File: src/rtl/aes_host_pkg.sv
// rtl/aes_host_pkg.sv - shared constants, encodings and helpers for the AES host driver
//
// Purpose: host address map, key-length encoding, key byte-count helper and
//          the driver FSM state type.
// Ports:   none (package).

package aes_host_pkg;

  // Host-side byte address map
  localparam logic [6:0] TEXT_BASE = 7'h00;
  localparam logic [6:0] KEY_BASE  = 7'h10;
  localparam logic [6:0] CFG_ADDR  = 7'h30;
  localparam logic [6:0] RES_BASE  = 7'h40;

  // Index of the last text / result byte
  localparam logic [5:0] LAST_BLOCK_BYTE = 6'd15;

  typedef enum logic [1:0] {
    KEYLEN_128 = 2'd0,
    KEYLEN_192 = 2'd1,
    KEYLEN_256 = 2'd2
  } keylen_e;

  typedef enum logic [2:0] {
    ST_IDLE,
    ST_CFG,
    ST_KEY,
    ST_TEXT,
    ST_GO,
    ST_WAIT,
    ST_RD,
    ST_RESP
  } state_e;

  // The reserved encoding 3 is folded onto 256-bit so it behaves identically.
  function automatic keylen_e norm_keylen(input logic [1:0] kl);
    case (kl)
      2'd0:    return KEYLEN_128;
      2'd1:    return KEYLEN_192;
      default: return KEYLEN_256;
    endcase
  endfunction

  function automatic logic [5:0] key_bytes(input keylen_e kl);
    case (kl)
      KEYLEN_128: return 6'd16;
      KEYLEN_192: return 6'd24;
      default:    return 6'd32;
    endcase
  endfunction

endpackage

File: src/rtl/aes_host_driver_if.sv
// rtl/aes_host_driver_if.sv - requester channel and AES host pin bundle
//
// Purpose: groups the request/response handshake and the byte-wide AES host
//          bus into one interface.
// Modports:
//   master - the driver: accepts requests, returns responses, drives DIN/ADDR/WR/START,
//            reads OK/DOUT.
//   slave  - the environment: requester plus AES host port.

interface aes_host_driver_if;

  // Requester side
  logic         req_valid;
  logic         req_ready;
  logic [127:0] req_text;
  logic [255:0] req_key;
  logic [1:0]   req_keylen;
  logic         req_op;
  logic         req_key_skip;
  logic         rsp_valid;
  logic         rsp_ready;
  logic [127:0] rsp_data;
  logic         rsp_err;

  // AES host pins
  logic [7:0]   DIN;
  logic [6:0]   ADDR;
  logic         WR;
  logic         START;
  logic         OK;
  logic [7:0]   DOUT;

  modport master (
    input  req_valid, req_text, req_key, req_keylen, req_op, req_key_skip, rsp_ready,
    input  OK, DOUT,
    output req_ready, rsp_valid, rsp_data, rsp_err,
    output DIN, ADDR, WR, START
  );

  modport slave (
    output req_valid, req_text, req_key, req_keylen, req_op, req_key_skip, rsp_ready,
    output OK, DOUT,
    input  req_ready, rsp_valid, rsp_data, rsp_err,
    input  DIN, ADDR, WR, START
  );

endinterface

File: src/rtl/aes_host_driver.sv
// rtl/aes_host_driver.sv - bus master that runs one AES block through the byte-wide host port
//
// Purpose: latches a request (text, key, keylen, op, key_skip), writes config,
//          key and text bytes over DIN/ADDR/WR, pulses START, waits for OK
//          (bounded by TIMEOUT), reads 16 result bytes over DOUT and returns
//          them on the response channel.
// Ports:
//   CLK   - system clock
//   RSTB  - synchronous active-low reset
//   bus   - aes_host_driver_if.master: req_*/rsp_* channel and DIN/ADDR/WR/START/OK/DOUT
// Parameters:
//   READ_LAT - cycles from a read ADDR to valid DOUT (1..3)
//   TIMEOUT  - maximum WAIT cycles before aborting with rsp_err

module aes_host_driver
  import aes_host_pkg::*;
#(
  parameter int READ_LAT = 1,
  parameter int TIMEOUT  = 4096
) (
  input logic               CLK,
  input logic               RSTB,
  aes_host_driver_if.master bus
);

  localparam int              WAIT_W   = $clog2(TIMEOUT + 1);
  localparam logic [WAIT_W-1:0] WAIT_MAX = WAIT_W'(TIMEOUT);
  localparam logic [1:0]      LAT_LAST = 2'(READ_LAT);

  state_e              r_state, w_state;
  logic [5:0]          r_idx, w_idx;
  logic [WAIT_W-1:0]   r_wait, w_wait, w_wait_inc;
  logic [1:0]          r_lat, w_lat;
  logic [127:0]        r_text, w_text;
  logic [255:0]        r_key, w_key;
  keylen_e             r_keylen, w_keylen, w_kl_in;
  logic                r_op, w_op;
  logic                r_skip, w_skip;
  logic [127:0]        r_res, w_res;
  logic [7:0]          r_din, w_din;
  logic [6:0]          r_addr, w_addr;
  logic                r_wr, w_wr;
  logic                r_start, w_start;
  logic                r_rsp_valid, w_rsp_valid;
  logic                r_rsp_err, w_rsp_err;

  assign w_kl_in = norm_keylen(bus.req_keylen);

  // Next-state and next-output logic. Host outputs are registered, so every
  // branch computes what the pins must show during the state being entered.
  // Key and text registers shift left one byte per write so the byte to send
  // is always in the top 8 bits.
  always_comb begin
    w_state     = r_state;
    w_idx       = r_idx;
    w_wait      = r_wait;
    w_lat       = r_lat;
    w_text      = r_text;
    w_key       = r_key;
    w_keylen    = r_keylen;
    w_op        = r_op;
    w_skip      = r_skip;
    w_res       = r_res;
    w_din       = r_din;
    w_addr      = r_addr;
    w_wr        = 1'b0;
    w_start     = 1'b0;
    w_rsp_valid = r_rsp_valid;
    w_rsp_err   = r_rsp_err;
    w_wait_inc  = (r_wait == WAIT_MAX) ? r_wait : r_wait + 1'b1;

    unique case (r_state)
      ST_IDLE: begin
        if (bus.req_valid) begin
          w_state   = ST_CFG;
          w_text    = bus.req_text;
          w_key     = bus.req_key;
          w_keylen  = w_kl_in;
          w_op      = bus.req_op;
          w_skip    = bus.req_key_skip;
          w_res     = '0;
          w_rsp_err = 1'b0;
          w_wr      = 1'b1;
          w_addr    = CFG_ADDR;
          w_din     = {5'b0, bus.req_op, w_kl_in};
        end
      end

      ST_CFG: begin
        w_idx = '0;
        w_wr  = 1'b1;
        if (r_skip) begin
          w_state = ST_TEXT;
          w_addr  = TEXT_BASE;
          w_din   = r_text[127:120];
          w_text  = {r_text[119:0], 8'h00};
        end else begin
          w_state = ST_KEY;
          w_addr  = KEY_BASE;
          w_din   = r_key[255:248];
          w_key   = {r_key[247:0], 8'h00};
        end
      end

      ST_KEY: begin
        w_wr = 1'b1;
        if (r_idx == key_bytes(r_keylen) - 6'd1) begin
          w_state = ST_TEXT;
          w_idx   = '0;
          w_addr  = TEXT_BASE;
          w_din   = r_text[127:120];
          w_text  = {r_text[119:0], 8'h00};
        end else begin
          w_idx  = r_idx + 6'd1;
          w_addr = KEY_BASE + ({1'b0, r_idx} + 7'd1);
          w_din  = r_key[255:248];
          w_key  = {r_key[247:0], 8'h00};
        end
      end

      ST_TEXT: begin
        if (r_idx == LAST_BLOCK_BYTE) begin
          w_state = ST_GO;
          w_start = 1'b1;
        end else begin
          w_wr   = 1'b1;
          w_idx  = r_idx + 6'd1;
          w_addr = TEXT_BASE + ({1'b0, r_idx} + 7'd1);
          w_din  = r_text[127:120];
          w_text = {r_text[119:0], 8'h00};
        end
      end

      ST_GO: begin
        w_state = ST_WAIT;
        w_wait  = '0;
      end

      // OK has priority over a timeout landing on the same cycle.
      ST_WAIT: begin
        if (bus.OK) begin
          w_state = ST_RD;
          w_idx   = '0;
          w_lat   = '0;
          w_addr  = RES_BASE;
        end else begin
          w_wait = w_wait_inc;
          if (w_wait_inc == WAIT_MAX) begin
            w_state     = ST_RESP;
            w_rsp_valid = 1'b1;
            w_rsp_err   = 1'b1;
            w_res       = '0;
          end
        end
      end

      // One byte per 1+READ_LAT cycles: ADDR held, DOUT captured when the
      // latency counter reaches READ_LAT, then the next address goes out.
      ST_RD: begin
        if (r_lat == LAT_LAST) begin
          w_res = {r_res[119:0], bus.DOUT};
          w_lat = '0;
          if (r_idx == LAST_BLOCK_BYTE) begin
            w_state     = ST_RESP;
            w_rsp_valid = 1'b1;
            w_rsp_err   = 1'b0;
          end else begin
            w_idx  = r_idx + 6'd1;
            w_addr = RES_BASE + ({1'b0, r_idx} + 7'd1);
          end
        end else begin
          w_lat = r_lat + 2'd1;
        end
      end

      ST_RESP: begin
        if (bus.rsp_ready) begin
          w_state     = ST_IDLE;
          w_rsp_valid = 1'b0;
        end
      end

      default: begin
        w_state = ST_IDLE;
      end
    endcase
  end

  always_ff @(posedge CLK) begin
    if (!RSTB) begin
      r_state     <= ST_IDLE;
      r_idx       <= '0;
      r_wait      <= '0;
      r_lat       <= '0;
      r_text      <= '0;
      r_key       <= '0;
      r_keylen    <= KEYLEN_128;
      r_op        <= 1'b0;
      r_skip      <= 1'b0;
      r_res       <= '0;
      r_din       <= '0;
      r_addr      <= '0;
      r_wr        <= 1'b0;
      r_start     <= 1'b0;
      r_rsp_valid <= 1'b0;
      r_rsp_err   <= 1'b0;
    end else begin
      r_state     <= w_state;
      r_idx       <= w_idx;
      r_wait      <= w_wait;
      r_lat       <= w_lat;
      r_text      <= w_text;
      r_key       <= w_key;
      r_keylen    <= w_keylen;
      r_op        <= w_op;
      r_skip      <= w_skip;
      r_res       <= w_res;
      r_din       <= w_din;
      r_addr      <= w_addr;
      r_wr        <= w_wr;
      r_start     <= w_start;
      r_rsp_valid <= w_rsp_valid;
      r_rsp_err   <= w_rsp_err;
    end
  end

  assign bus.req_ready = (r_state == ST_IDLE);
  assign bus.rsp_valid = r_rsp_valid;
  assign bus.rsp_data  = r_res;
  assign bus.rsp_err   = r_rsp_err;
  assign bus.DIN       = r_din;
  assign bus.ADDR      = r_addr;
  assign bus.WR        = r_wr;
  assign bus.START     = r_start;

endmodule
File: src/flat_wrapper.sv
// flat-port wrapper written by rule: the top's interface ports become plain ports
module aes_host_driver_flat import aes_host_pkg::*;
#(
  parameter int READ_LAT = 1,
  parameter int TIMEOUT  = 4096
)
  (CLK, RSTB, bus_req_valid, bus_req_text, bus_req_key, bus_req_keylen, bus_req_op, bus_req_key_skip, bus_rsp_ready, bus_OK, bus_DOUT, bus_req_ready, bus_rsp_valid, bus_rsp_data, bus_rsp_err, bus_DIN, bus_ADDR, bus_WR, bus_START);
  aes_host_driver_if bus_i ();
  input logic CLK;
  input logic RSTB;
  input wire logic [$bits(bus_i.req_valid)-1:0] bus_req_valid;
  input wire logic [$bits(bus_i.req_text)-1:0] bus_req_text;
  input wire logic [$bits(bus_i.req_key)-1:0] bus_req_key;
  input wire logic [$bits(bus_i.req_keylen)-1:0] bus_req_keylen;
  input wire logic [$bits(bus_i.req_op)-1:0] bus_req_op;
  input wire logic [$bits(bus_i.req_key_skip)-1:0] bus_req_key_skip;
  input wire logic [$bits(bus_i.rsp_ready)-1:0] bus_rsp_ready;
  input wire logic [$bits(bus_i.OK)-1:0] bus_OK;
  input wire logic [$bits(bus_i.DOUT)-1:0] bus_DOUT;
  output wire logic [$bits(bus_i.req_ready)-1:0] bus_req_ready;
  output wire logic [$bits(bus_i.rsp_valid)-1:0] bus_rsp_valid;
  output wire logic [$bits(bus_i.rsp_data)-1:0] bus_rsp_data;
  output wire logic [$bits(bus_i.rsp_err)-1:0] bus_rsp_err;
  output wire logic [$bits(bus_i.DIN)-1:0] bus_DIN;
  output wire logic [$bits(bus_i.ADDR)-1:0] bus_ADDR;
  output wire logic [$bits(bus_i.WR)-1:0] bus_WR;
  output wire logic [$bits(bus_i.START)-1:0] bus_START;
  assign bus_i.req_valid = bus_req_valid;
  assign bus_i.req_text = bus_req_text;
  assign bus_i.req_key = bus_req_key;
  assign bus_i.req_keylen = bus_req_keylen;
  assign bus_i.req_op = bus_req_op;
  assign bus_i.req_key_skip = bus_req_key_skip;
  assign bus_i.rsp_ready = bus_rsp_ready;
  assign bus_i.OK = bus_OK;
  assign bus_i.DOUT = bus_DOUT;
  assign bus_req_ready = bus_i.req_ready;
  assign bus_rsp_valid = bus_i.rsp_valid;
  assign bus_rsp_data = bus_i.rsp_data;
  assign bus_rsp_err = bus_i.rsp_err;
  assign bus_DIN = bus_i.DIN;
  assign bus_ADDR = bus_i.ADDR;
  assign bus_WR = bus_i.WR;
  assign bus_START = bus_i.START;
  aes_host_driver #(.READ_LAT(READ_LAT), .TIMEOUT(TIMEOUT)) u_core (.CLK(CLK), .RSTB(RSTB), .bus(bus_i));
endmodule
File: config.mk
export PLATFORM = sky130hd
export DESIGN_NAME = aes_host_driver_flat
export DESIGN_NICKNAME = d
export VERILOG_FILES = /design/src/rtl/aes_host_pkg.sv /design/src/rtl/aes_host_driver_if.sv /design/src/rtl/aes_host_driver.sv /design/src/flat_wrapper.sv
export SDC_FILE = /design/constraint.sdc
export NUM_CORES = 1
export LEC_CHECK = 0
export BUFFER_PORTS_ARGS = -buffer_cell sky130_fd_sc_hd__buf_4
export CAP_MARGIN = 10
export CELL_PAD_IN_SITES_DETAIL_PLACEMENT = 1
export CELL_PAD_IN_SITES_GLOBAL_PLACEMENT = 1
export CORE_UTILIZATION = 44
export CTS_CLUSTER_DIAMETER = 30
export DETAILED_ROUTE_END_ITERATION = 10
export GPL_TIMING_DRIVEN = 0
export PLACE_DENSITY = 0.94
export SLEW_MARGIN = 20
export SYNTH_ARGS = -nofsm -noshare
export SYNTH_HDL_FRONTEND = slang
export SYNTH_SLANG_ARGS = --single-unit
export TNS_END_PERCENT = 100
File: constraint.sdc
create_clock -name CLK -period 5.75 [get_ports CLK]
set_input_delay 1.15 -clock CLK [delete_from_list [all_inputs] [get_ports CLK]]
set_output_delay 1.15 -clock CLK [all_outputs]
set_load 0.02 [all_outputs]
After elaboration in Yosys (flattened, before gate mapping)
Index checks and enable logic that the tools add are counted.
- input port bits: 401
- register bits after elaboration: 558
- mux-type cells: 65
- eq/ne operators: 29
- reductions and logical operators: 25
- add/subtract/negate cells: 7
- operators with widths (kind ; count):
    $mux 128 ; 8
    $mux 256 ; 3
    $pmux 256 s3 ; 1
    $pmux 128 s4 ; 1
    $pmux 128 s3 ; 1
    $mux 7 ; 6
    $pmux 7 s6 ; 1
    $mux 8 ; 4
    $pmux 8 s4 ; 1
    $mux 6 ; 5
    $pmux 6 s5 ; 1
    $eq 13x13->1 const B ; 2
    $mux 13 ; 2
    $pmux 13 s2 ; 1
    $mux 3 ; 8
    $pmux 3 s8 ; 1
    $reduce_and 6->1 ; 3
    $ne 2x2->1 const B ; 8
    $add 13x1->13 const B ; 1
    $eq 3x3->1 const B ; 4
    $mux 1 ; 12
    $ne 2x1->1 const B ; 6
    $pmux 6 s2 ; 1
    $reduce_and 5->1 ; 2
    other kinds (28) ; 43

Depth between registers and ports, before layout
- word-level depth: 7
- gate-level depth with buffers: 11

Worst setup path after synthesis
OpenSTA, ideal clock, no wires.
- kind: input -> register
- start point: input port bus_req_valid
- end point: register u_core.r_key[141]
- setup slack: 3.102 ns
- library setup time: 0.091 ns
- data required time: 5.659 ns
- arrival time: 2.557 ns
- cell stages on the path: 8
- path buffers: 3
- cells stage by stage: and3_1 clkbuf_1 a21oi_1 o21ai_2 clkbuf_1 clkbuf_1 nor2_1 a311oi_1
- cells in the longest elaborated chain, start to end: 2
- RTL lines (element ; RTL line ; RTL):
    start: declaration ; flat_wrapper.sv:11 ; input wire logic [$bits(bus_i.req_valid)-1:0] bus_req_valid;
    $ne 2x2->1 (no source line) ; -- ;
    $reduce_and 4->1 (no source line) ; -- ;
    end signal: assignment ; aes_host_driver.sv:213 ; r_key <= w_key;
    end: declaration ; aes_host_driver.sv:35 ; logic [255:0] r_key, w_key;
Every way passes these cells.
A chain may end at the register's enable or synchronous reset.

Final worst setup path
- start point: register u_core.r_state[2]
- end point: output port bus_req_ready
- cells in the longest elaborated chain, start to end: 1
- RTL lines (element ; RTL line ; RTL):
    start: declaration ; aes_host_driver.sv:30 ; state_e r_state, w_state;
    start signal: assignment ; aes_host_driver.sv:208 ; r_state <= w_state;
    $logic_not 3->1 ; aes_host_driver.sv:227 ; assign bus.req_ready = (r_state == ST_IDLE);
    end: declaration ; flat_wrapper.sv:20 ; output wire logic [$bits(bus_i.req_ready)-1:0] bus_req_ready;
Every way passes these cells.

==> key figures <==
Clock tree
  • CTS tree: done
  • Clock Latency Late Sink: roughly 700 ps
  • Setup bufs post-CTS: 0
  • Worst-path clk slew: 50 ps
  • Post-CTS resize count: 0
  • TritonCTS Sinks: approximately 560
  • H-Tree Depth: 3
  • Num CTS Buffers: approximately 120
  • Root buf cell: clkbuf_16
  • Clock Path Buffers: 3
  • Post-CTS Hold Buffers: 0

Place
  • Placed instance count: roughly 4,200
  • Post-DP HPWL: about 76 mm
  • Routability Congestion: 0.908
  • Port Buffer Count: around 550

Timing
  • Endpoints failing hold: 0
  • Post-layout minimum cycle time: about 4300 ps
  • Relative slew margins: 19.4%
  • RSZ-0062 raised after global routing: false
  • Period utilisation layout: 73.9%
  • Worst-margin pin slew: ~1200 ps
  • Clock skew: about 46 ps
  • Final Max Slew Viols: 0
  • Final setup fails: 0
  • Max Fclk: approximately 240 MHz
  • Sum Neg Setup Slack: 0 ps

Logic synthesis
  • Post-synth top flop: dfxtp_1
  • Synth Net Count: roughly 3,400
  • Post-synth EDFFs: 0
  • Syn Std Cell Area: 25,000 sq um
  • Post-synth ARST share: 0%
  • Post-Synthesis Cells: approximately 3,000
  • Synth Area per Inst: around 8.5 sq um
  • Post-synthesis sequential area ratio: between 40 and 50%
  • Synth warnings: 0
  • Number of synthesized register bits: 558
  • Post-synth cell types: 66

Global route
  • GRT overflow: 0
  • First-pass GRT wire length: around 200 mm
  • Initial antenna violation count: 46
  • Number of global-route vias before repair: around 32,000
  • All-Layer GR Usage: 46.4%
  • Largest net degree at the start of global routing: 17

Cells and area
  • Net count, final: 4,021
  • Share of cells above drive strength 1: about a quarter
  • Fill cells: 6,355
  • Area growth syn-to-layout: 37.9%
  • Final std cells w/o fill: roughly 4,500

Power
  • Int Pwr: 11,600 uW
  • Leakage: between 0.01 and 0.015 uW
  • Power per standard cell area: around 560 nW/um^2
  • Sequential share of power: approximately 30%
  • Tot Pwr: 19,100 uW
  • Net switching power of the design: about 7600 uW
  • Worst vdd rail ir drop: ~0.00032 V
  • Comb power frac: between 30% and 40%
  • Switch share: between 30% and 40%
  • Clk pwr share: roughly 40%

Floorplan
  • Die area: 57,700 sq um
  • Number of cell rows: 86
  • Chip Width: approximately 240 um
  • Die H: approximately 240 um
  • Core area: around 56,000 sq um
  • Ports: approximately 550
  • Initial core utilization: between 40% and 50%

Worst setup path
  • Crit path max fanout: 10
  • Cell family with most CP delay: buffers and inverters
  • Critical path class: reg -> out
  • WP buf/inv: 4
  • Slowest-stage cell, CP: clkbuf_1
  • CP Capture Type: primary output
  • Startpoint Class: flip-flop
  • Crit path required time: approximately 4600 ps
  • R2R Setup Slk: around 1600 ps
  • Worst path max stage delay: 540 ps
  • Crit path cell chain: clkbuf_1 -> clkbuf_1 -> clkbuf_1 -> nor3_1 -> buf_4
  • Most frequent CP cell: clkbuf_1
  • Crit path arrival time: between 3000 and 4000 ps

Drt
  • # DRC: 0
  • Routed Antenna Nets: 0
  • Vias per cell: about 7
  • 1st-iter DRT viols: 3,906
  • Via count: slightly above 30,000
  • Total wire length: between 100 and 150 mm
  • DRT Pass-1 Iters: 6
  • Routed WL per cell: ~32 um

Flow run
  • Max Cap Viol: 0

Worst hold path
  • Worst min-delay path class: reg -> reg

Run status
  • Status: finished clean
-- power by group through the flow --
stage	clock network [uW]	logic, uW	registers, uW
after floorplan	0	3460	5300
after global placement	0	4670	5420
after detailed placement	0	4950	5500
after CTS	7470	5370	5550
after global routing	7740	6050	5700
final	7630	5830	5690
-- cells in the final DEF, fill, tap and decap left out, types with 19 or more instances in the layout --
| master | n |
|---|---|
| buf_2 | 39 |
| a211oi_1 | 25 |
| nand3_1 | 147 |
| dfxtp_1 | 558 |
| clkbuf_16 | 121 |
| o21ai_0 | 141 |
| nor2_1 | 407 |
| clkinvlp_4 | 24 |
| buf_4 | 559 |
| a211oi_2 | 101 |
| a32oi_1 | 129 |
| clkbuf_1 | 249 |
| nand2_1 | 555 |
| mux2i_1 | 126 |
| a21oi_1 | 44 |
| bufinv_16 | 19 |
| a311oi_1 | 250 |
| diode_2 | 34 |
-- tightest hold or removal path, delay by kind of cell, from the launching register on --
kind,cells,cell delay (ps)
flops,1,320
compound gates,1,70
simple gates,1,60
-- layer usage --
metal / GRT usage [%] / wire (um) / part of all wire [%] / vias up
met3: 19.7 / 18100 / 13 / 1154
met4: 35.7 / 14400 / 10 / 24
li1: - / - / - / 12200
met5: 4.50 / 168 / 0.12 / -
met1: 48.2 / 47000 / 33 / 14600
met2: 73.6 / 64500 / 45 / 2692
-- cell families after synthesis --
family	count (synthesis)	synth area share, %
mux	126	5.05
compound gates	755	25.0
flops	558	44.8
buf+inv	324	5.62
fa+ha+maj	4	0.201
xor+xnor	7	0.246
simple gates	1174	19.1
-- per-stage QoR --
step	setup slack [ps]	hold slack (ps)	cell area, sq um	utilization [%]
after floorplan	3100	416	25000	-
after global placement	2110	431	30000	54.0
after detailed placement	2000	436	30000	54.0
after CTS	1710	442	34300	61.8
after global routing	1540	494	34400	61.9
final	1500	483	34400	62.0
-- worst paths after layout --
kind | startpoint | to | depth (start not counted)
worst max register to register | u_core.r_wait[0] | u_core.bus.rsp_data[87] | 10
worst max-delay path | u_core.r_state[2] | bus_req_ready | 5
worst min register to register | u_core.r_key[57] | u_core.r_key[65] | 2
worst min-delay path | u_core.r_key[57] | u_core.r_key[65] | 2
-- state kept, by name (all words and copies together) (netlist names) --
name	cells
u_core.bus.rsp_err	1
u_core.r_keylen	2
u_core.r_key	256
u_core.bus.ADDR	7
u_core.bus.START	1
u_core.r_state	3
u_core.bus.rsp_data	128
u_core.r_idx	6
u_core.r_text	128
u_core.r_wait	13
u_core.r_lat	2
u_core.bus.DIN	8
u_core.bus.rsp_valid	1
u_core.bus.WR	1
u_core.r_skip	1
-- area by class of cell --
type	count	area, sq um	share of cell area (%)
Antenna cell	34	85.1	0.247
Buffer	306	1340	3.88
Clock buffer	148	3300	9.59
Clock inverter	78	1030	2.98
Inverter	18	67.6	0.196
Multi-Input combinational cell	2066	12400	36.0
Sequential cell	558	11200	32.5
Tap cell	748	936	2.72
Timing Repair Buffer	547	4110	11.9
-- Yosys cell counts (5+ instances only) --
cell type,n,area share (%)
nor3_1,17,0.34
a21oi_1,44,0.88
nor2_1,407,6.1
nand2_1,555,8.3
buf_4,12,0.36
a311oi_1,250,8.8
clkbuf_1,239,3.6
nand3_1,147,2.9
a222oi_1,5,0.20
o22ai_1,5,0.13
buf_6,10,0.45
mux2i_1,126,5.1
buf_2,39,0.78
a211oi_1,26,0.78
o21ai_0,141,2.8
o2111ai_1,8,0.28
nand3b_1,6,0.18
nand2b_1,8,0.20
nor2b_1,5,0.13
o21a_1,5,0.15
and3_1,5,0.13
inv_1,17,0.26
a32oi_1,129,4.5
a21boi_0,5,0.15
a211oi_2,100,5.0
dfxtp_1,558,45
No activity file was read; power rests on OpenSTA's default activity.
